--- src/rtl/z80fi_ld_ind_immed_monitor_pkg.sv ---
// z80fi_ld_ind_immed_monitor_pkg: opcode constants and expected-write packing for the LD (ind),n monitor
package z80fi_ld_ind_immed_monitor_pkg;
    localparam logic [7:0] OP_LD_HL_N = 8'h36;
    localparam logic [7:0] PFX_IX     = 8'hDD;
    localparam logic [7:0] PFX_IY     = 8'hFD;

    typedef struct packed {
        logic [15:0] addr;
        logic [7:0]  data;
    } exp_write_t;

    typedef enum logic {T_IDLE, T_WAIT} tmo_state_t;
endpackage

--- src/rtl/z80fi_sync_fifo.sv ---
// z80fi_sync_fifo: synchronous FIFO with wrap-bit pointers and registered count; push and pop may coincide
module z80fi_sync_fifo #(
    parameter int WIDTH = 24,
    parameter int DEPTH = 4,
    localparam int AW = $clog2(DEPTH),
    localparam int CW = AW + 1
) (
    input  logic             clk,
    input  logic             reset_n,
    input  logic             push,
    input  logic             pop,
    input  logic [WIDTH-1:0] wdata,
    output logic [WIDTH-1:0] rdata,
    output logic [CW-1:0]    count,
    output logic             full,
    output logic             empty
);
    logic [WIDTH-1:0] mem [DEPTH];
    logic [AW:0] wptr, rptr;
    logic do_push, do_pop;

    assign empty   = wptr == rptr;
    assign full    = (wptr[AW] != rptr[AW]) && (wptr[AW-1:0] == rptr[AW-1:0]);
    assign do_pop  = pop && !empty;
    // A pop frees the head slot in the same cycle, so a full FIFO still accepts a push alongside it
    assign do_push = push && (!full || do_pop);
    assign rdata   = mem[rptr[AW-1:0]];

    always_ff @(posedge clk) begin
        if (do_push) mem[wptr[AW-1:0]] <= wdata;
    end

    always_ff @(posedge clk) begin
        if (!reset_n) begin
            wptr  <= '0;
            rptr  <= '0;
            count <= '0;
        end else begin
            if (do_push) wptr <= wptr + 1'b1;
            if (do_pop) rptr <= rptr + 1'b1;
            count <= count + CW'(do_push) - CW'(do_pop);
        end
    end
endmodule

--- src/rtl/z80fi_ld_ind_immed_monitor.sv ---
// z80fi_ld_ind_immed_monitor: checks retired LD (HL)/(IX+d)/(IY+d),n against snooped bus writes in order
module z80fi_ld_ind_immed_monitor
    import z80fi_ld_ind_immed_monitor_pkg::*;
#(
    parameter int DEPTH   = 4,
    parameter int TIMEOUT = 16,
    parameter bit EN_IX   = 1'b1,
    parameter bit EN_IY   = 1'b1,
    parameter int CNT_W   = 16,
    localparam int PW = $clog2(DEPTH) + 1,
    localparam int TW = $clog2(TIMEOUT)
) (
    input  logic             clk,
    input  logic             reset_n,
    input  logic             z80fi_valid,
    input  logic [31:0]      z80fi_insn,
    input  logic [2:0]       z80fi_insn_len,
    input  logic [15:0]      hl_rdata,
    input  logic [15:0]      ix_rdata,
    input  logic [15:0]      iy_rdata,
    input  logic             bus_wr_valid,
    input  logic [15:0]      bus_wr_addr,
    input  logic [7:0]       bus_wr_data,
    output logic [PW-1:0]    pending,
    output logic [CNT_W-1:0] match_count,
    output logic             mismatch,
    output logic             err_mismatch,
    output logic             err_timeout,
    output logic             err_spurious,
    output logic             err_overflow
);
    logic is_hl, is_ix, is_iy, hit;
    logic [15:0] base;
    exp_write_t dec, head, seen;
    logic full, empty, bus_pop, drop, pop, push_ok, same;
    tmo_state_t state, state_nxt;
    logic [TW-1:0] tcnt, tcnt_nxt;

    assign is_hl = z80fi_valid && z80fi_insn_len == 3'd2 && z80fi_insn[7:0] == OP_LD_HL_N;
    assign is_ix = EN_IX && z80fi_valid && z80fi_insn_len == 3'd4
                   && z80fi_insn[7:0] == PFX_IX && z80fi_insn[15:8] == OP_LD_HL_N;
    assign is_iy = EN_IY && z80fi_valid && z80fi_insn_len == 3'd4
                   && z80fi_insn[7:0] == PFX_IY && z80fi_insn[15:8] == OP_LD_HL_N;
    assign hit   = is_hl || is_ix || is_iy;
    assign base  = is_ix ? ix_rdata : iy_rdata;
    // 16-bit add wraps naturally, giving the Z80's modulo-64K effective address
    assign dec.addr = is_hl ? hl_rdata : base + {{8{z80fi_insn[23]}}, z80fi_insn[23:16]};
    assign dec.data = is_hl ? z80fi_insn[15:8] : z80fi_insn[31:24];
    assign seen.addr = bus_wr_addr;
    assign seen.data = bus_wr_data;

    assign bus_pop = bus_wr_valid && !empty;
    assign drop    = state == T_WAIT && tcnt == TW'(TIMEOUT - 1) && !bus_pop;
    assign pop     = bus_pop || drop;
    assign push_ok = hit && (!full || pop);
    assign same    = head == seen;

    z80fi_sync_fifo #(.WIDTH($bits(exp_write_t)), .DEPTH(DEPTH)) u_fifo (
        .clk     (clk),
        .reset_n (reset_n),
        .push    (hit),
        .pop     (pop),
        .wdata   (dec),
        .rdata   (head),
        .count   (pending),
        .full    (full),
        .empty   (empty)
    );

    always_ff @(posedge clk) begin
        if (!reset_n) begin
            state <= T_IDLE;
            tcnt  <= '0;
        end else begin
            state <= state_nxt;
            tcnt  <= tcnt_nxt;
        end
    end

    always_comb begin
        state_nxt = state;
        tcnt_nxt  = '0;
        state_nxt = state == T_IDLE ? (push_ok ? T_WAIT : T_IDLE)
                  : (pop && pending == PW'(1) && !push_ok ? T_IDLE : T_WAIT);
        tcnt_nxt  = (state == T_IDLE || pop) ? '0 : tcnt + TW'(1);
    end

    always_ff @(posedge clk) begin
        if (!reset_n) begin
            match_count  <= '0;
            mismatch     <= 1'b0;
            err_mismatch <= 1'b0;
            err_timeout  <= 1'b0;
            err_spurious <= 1'b0;
            err_overflow <= 1'b0;
        end else begin
            mismatch     <= bus_pop && !same;
            if (bus_pop && same && match_count != '1) match_count <= match_count + 1'b1;
            err_mismatch <= err_mismatch | (bus_pop && !same);
            err_timeout  <= err_timeout | drop;
            err_spurious <= err_spurious | (bus_wr_valid && empty);
            err_overflow <= err_overflow | (hit && full && !pop);
        end
    end
endmodule

--- config.mk ---
export PLATFORM = sky130hd
export DESIGN_NAME = z80fi_ld_ind_immed_monitor
export DESIGN_NICKNAME = d
export VERILOG_FILES = /design/src/rtl/z80fi_ld_ind_immed_monitor_pkg.sv /design/src/rtl/z80fi_sync_fifo.sv /design/src/rtl/z80fi_ld_ind_immed_monitor.sv
export SDC_FILE = /design/constraint.sdc
export NUM_CORES = 1
export LEC_CHECK = 0
export ABC_AREA = 1
export CORE_MARGIN = 2
export CORE_UTILIZATION = 48
export CTS_CLUSTER_SIZE = 12
export DETAILED_ROUTE_END_ITERATION = 7
export GPL_ROUTABILITY_DRIVEN = 0
export PLACE_DENSITY = 0.75
export SYNTH_ARGS = -nofsm -noshare
export SYNTH_HDL_FRONTEND = slang
export SYNTH_SLANG_ARGS = --single-unit
--- constraint.sdc ---
create_clock -name clk -period 3.93 [get_ports clk]
set_clock_uncertainty 0.15 [all_clocks]
set_input_delay 0.9825 -clock clk [delete_from_list [all_inputs] [get_ports clk]]
set_output_delay 0.9825 -clock clk [all_outputs]
set_load 0.01 [all_outputs]
==> impl_metrics.json <==
{
  "nets": 1286,
  "design_area_sq_um": 10350,
  "grt.overflow.total": 0,
  "start_util_pct": 48.49,
  "share_comb_of_total_power_pct": 13.0,
  "cts_tree": "done",
  "fin_ws_ns": 0.1215,
  "synth_most_common_cell": "nand2_1",
  "p_int_mw": 2.653,
  "synthToLayoutAreaGrowth_pct": 35.84,
  "boundaryPins": 135,
  "synth-edff-count": 96,
  "path_clk_slew_ns": 0.06,
  "area.sequential_sq_um": 3623,
  "fin_crit_sh_pct": 96.91,
  "fmax_ghz": 0.2626,
  "hpwl_mm": 13.95,
  "ys_top_cells_by_count": "316 x nand2_1, 106 x inv_1, 99 x nand3_1",
  "clk_path_buf_depth": 2,
  "drive_gt1_share_pct": 13.19,
  "routed_wirelength_mm": 20.12,
  "antenna_found_initial": 0,
  "cts.sinks": 133,
  "drtAntennaViolNets": 0,
  "p_leak_nw": 4.458,
  "synth.avg_cell_area_sq_um": 7.978,
  "num-fill-cells": 1256,
  "worst-path-max-fanout": 8,
  "slew-limit-headroom_pct": 43.33,
  "cts_root_buf": "clkbuf_16",
  "tightest_slew_ns": 0.8489,
  "synth_area_leader_cell": "edfxtp_1",
  "crit_path_start_kind": "input port",
  "setup.worst_path.end": "u_fifo.mem[3][22]",
  "hp-class": "register to register",
  "netlist.area_leader.share_pct": 37.84,
  "die_y_um": 130.0,
  "powerDensity_nw_per_um2": 334.5,
  "wl_per_cell_um": 14.61,
  "critPathKind": "input port to register",
  "place_inst": 1343,
  "ff2ff_path_depth": 14,
  "endpoint_kind": "register",
  "track_usage_pct": 24.16,
  "critPathArrivalTime_ns": 3.81,
  "via_count": 7111,
  "status": "completed",
  "insertion_delay_ns": 0.42,
  "setup_tns_ns": 0,
  "finalHoldViolations": 0,
  "grt_pass1_vias": 6633,
  "required_ns": 3.93,
  "instances_no_fill": 1377,
  "dr.pass1.iters": 8,
  "seq_area_frac_synth_pct": 47.56,
  "row_count": 46,
  "fin_crit_ns": 3.809,
  "maxCapViolations": 0,
  "synth_area_sq_um": 7619,
  "p_switching_mw": 0.8082,
  "multi_input_area_sq_um": 3590,
  "die-area_sq_um": 16900,
  "synth.area.top_cells": "edfxtp_1 38%, nand2_1 16%, dfxtp_1 9.7%",
  "ys_ff_latch": 133,
  "timing.rr.end": "match_count[6]",
  "ys.flop_type": "edfxtp_1",
  "irDropWorstVdd_mv": 0.2733,
  "grt_max_degree": 49,
  "core_area_sq_um": 15710,
  "setup_violations": 0,
  "crit_start": "z80fi_insn[8]",
  "drc": 0,
  "finalMaxSlewViolations": 0,
  "ff2ff_setup_slack_ns": 0.97,
  "syn_nets": 1094,
  "switching_share_pct": 23.35,
  "dpl_cell_area_sq_um": 9623,
  "syn_inst": 955,
  "synthArstFlopShare_pct": 0,
  "viasPerCell": 5.164,
  "clkPwrFrac_pct": 42.7,
  "placement.io_buffers": 134,
  "cts_buffers": 17,
  "synth_cell_type_count": 32,
  "yosysWarnings": 0,
  "drt_iter0_drc": 538,
  "postCtsHoldBufs": 0,
  "pre_cts_ws_ns": -0.5691,
  "ctsHtreeMaxLevel": 4,
  "chipWidth_um": 130.0,
  "seqPwrFrac_pct": 44.3,
  "grt_pass1_wl_mm": 31.36
}
## cell usage in the layout, fill, tap and decap left out, types with 4 or more instances in the layout
cell / n
ha_4: 4
nand2_1: 313
a31oi_1: 4
nand3b_1: 10
mux2_2: 15
xnor2_1: 8
clkinv_2: 4
o21ai_2: 4
o21ai_0: 15
ha_1: 22
nand3_1: 96
o21ai_1: 6
nor3_1: 7
inv_1: 105
nor4_1: 6
buf_12: 4
nor2_1: 79
a21oi_1: 18
a21oi_2: 4
dfxtp_1: 37
clkbuf_16: 18
xor2_1: 9
buf_4: 63
edfxtp_1: 96
nor2_2: 8
nand4_1: 34
clkdlybuf4s50_1: 134
## power by group through the flow
| stage | sequential [mW] | clock (mW) | combinational [mW] |
|---|---|---|---|
| floorplan | 1.56 | 0 | 0.168 |
| global placement | 1.56 | 0 | 0.401 |
| detailed placement | 1.56 | 0 | 0.411 |
| CTS | 1.53 | 1.48 | 0.416 |
| global route | 1.53 | 1.55 | 0.490 |
| finish | 1.53 | 1.48 | 0.450 |
## flip-flops by register name, summed over array words and instances (netlist names), 3 cells and up, named ones only
register and count:
u_fifo.rptr 3, tcnt 4, match_count 16, u_fifo.mem 96, u_fifo.count 3, u_fifo.wptr 3
## worst max-delay path: stages
cell and delay, ns:
clkdlybuf4s50_1 0.42, inv_2 0.10, nand4_1 0.15, nor2_2 0.16, nand3_2 0.09, buf_6 0.15
mux2_2 0.27, ha_1 0.21, fa_2 0.35, nand3_1 0.10, nand3_2 0.10, buf_4 0.16
nand3_1 0.07, nand2_1 0.11, nand3_2 0.09, nand2_1 0.08, nand2_2 0.11, a31oi_4 0.10
## through the flow
stage | total power, mW | hold slack, ns | util (%)
finish | 3.461 | 0.2940 | 65.86
detailed placement | 1.973 | 0.2892 | 61.24
floorplan | 1.730 | 0.2679 | -
CTS | 3.433 | 0.2986 | 64.87
global route | 3.572 | 0.3162 | 65.85
global placement | 1.964 | 0.2821 | 61.24
## area by class of cell
class	instances	area share, %
sequential	133	35.01
inverter	108	3.917
clock inverter	11	0.6771
antenna	1	0.02418
timing repair buffer	202	18.41
clock buffer	21	4.655
tap	216	2.612
multi-input combinational	685	34.69
## kinds of logic after synthesis
kind of cell    count (synthesis)  share of synthesized area, %
simple gates                  564                         31.58
xor+xnor                       17                         1.954
fa+ha+maj                      28                         4.796
buf+inv                       137                         7.555
mux                            15                         2.217
compound gates                 61                         4.336
flops                         133                         47.56
## timing repair
action                     CTS  global route
resized for setup            9            33
setup endpoints to repair   28            44
pin swaps                    4             7
setup buffers                1             0
## how the worst min path moves through the flow
stage,slack [ns],end,cells after the start,start
floorplan,0.27,tcnt[0],1,tcnt[0]
global placement,0.28,tcnt[0],1,tcnt[0]
detailed placement,0.29,err_mismatch,2,err_mismatch
CTS,0.30,err_mismatch,2,err_mismatch
global route,0.32,err_mismatch,2,err_mismatch
finish,0.29,err_mismatch,2,err_mismatch
## routing by layer
metal	track usage [%]	share of wire, %	vias to the layer above
met4	9.551	1.8	0
li1	-	-	3556
met1	29.17	40	3206
met5	0	0	-
met2	42.32	50	309
met3	5.084	7.7	40
(Power assumes the default switching activity.)
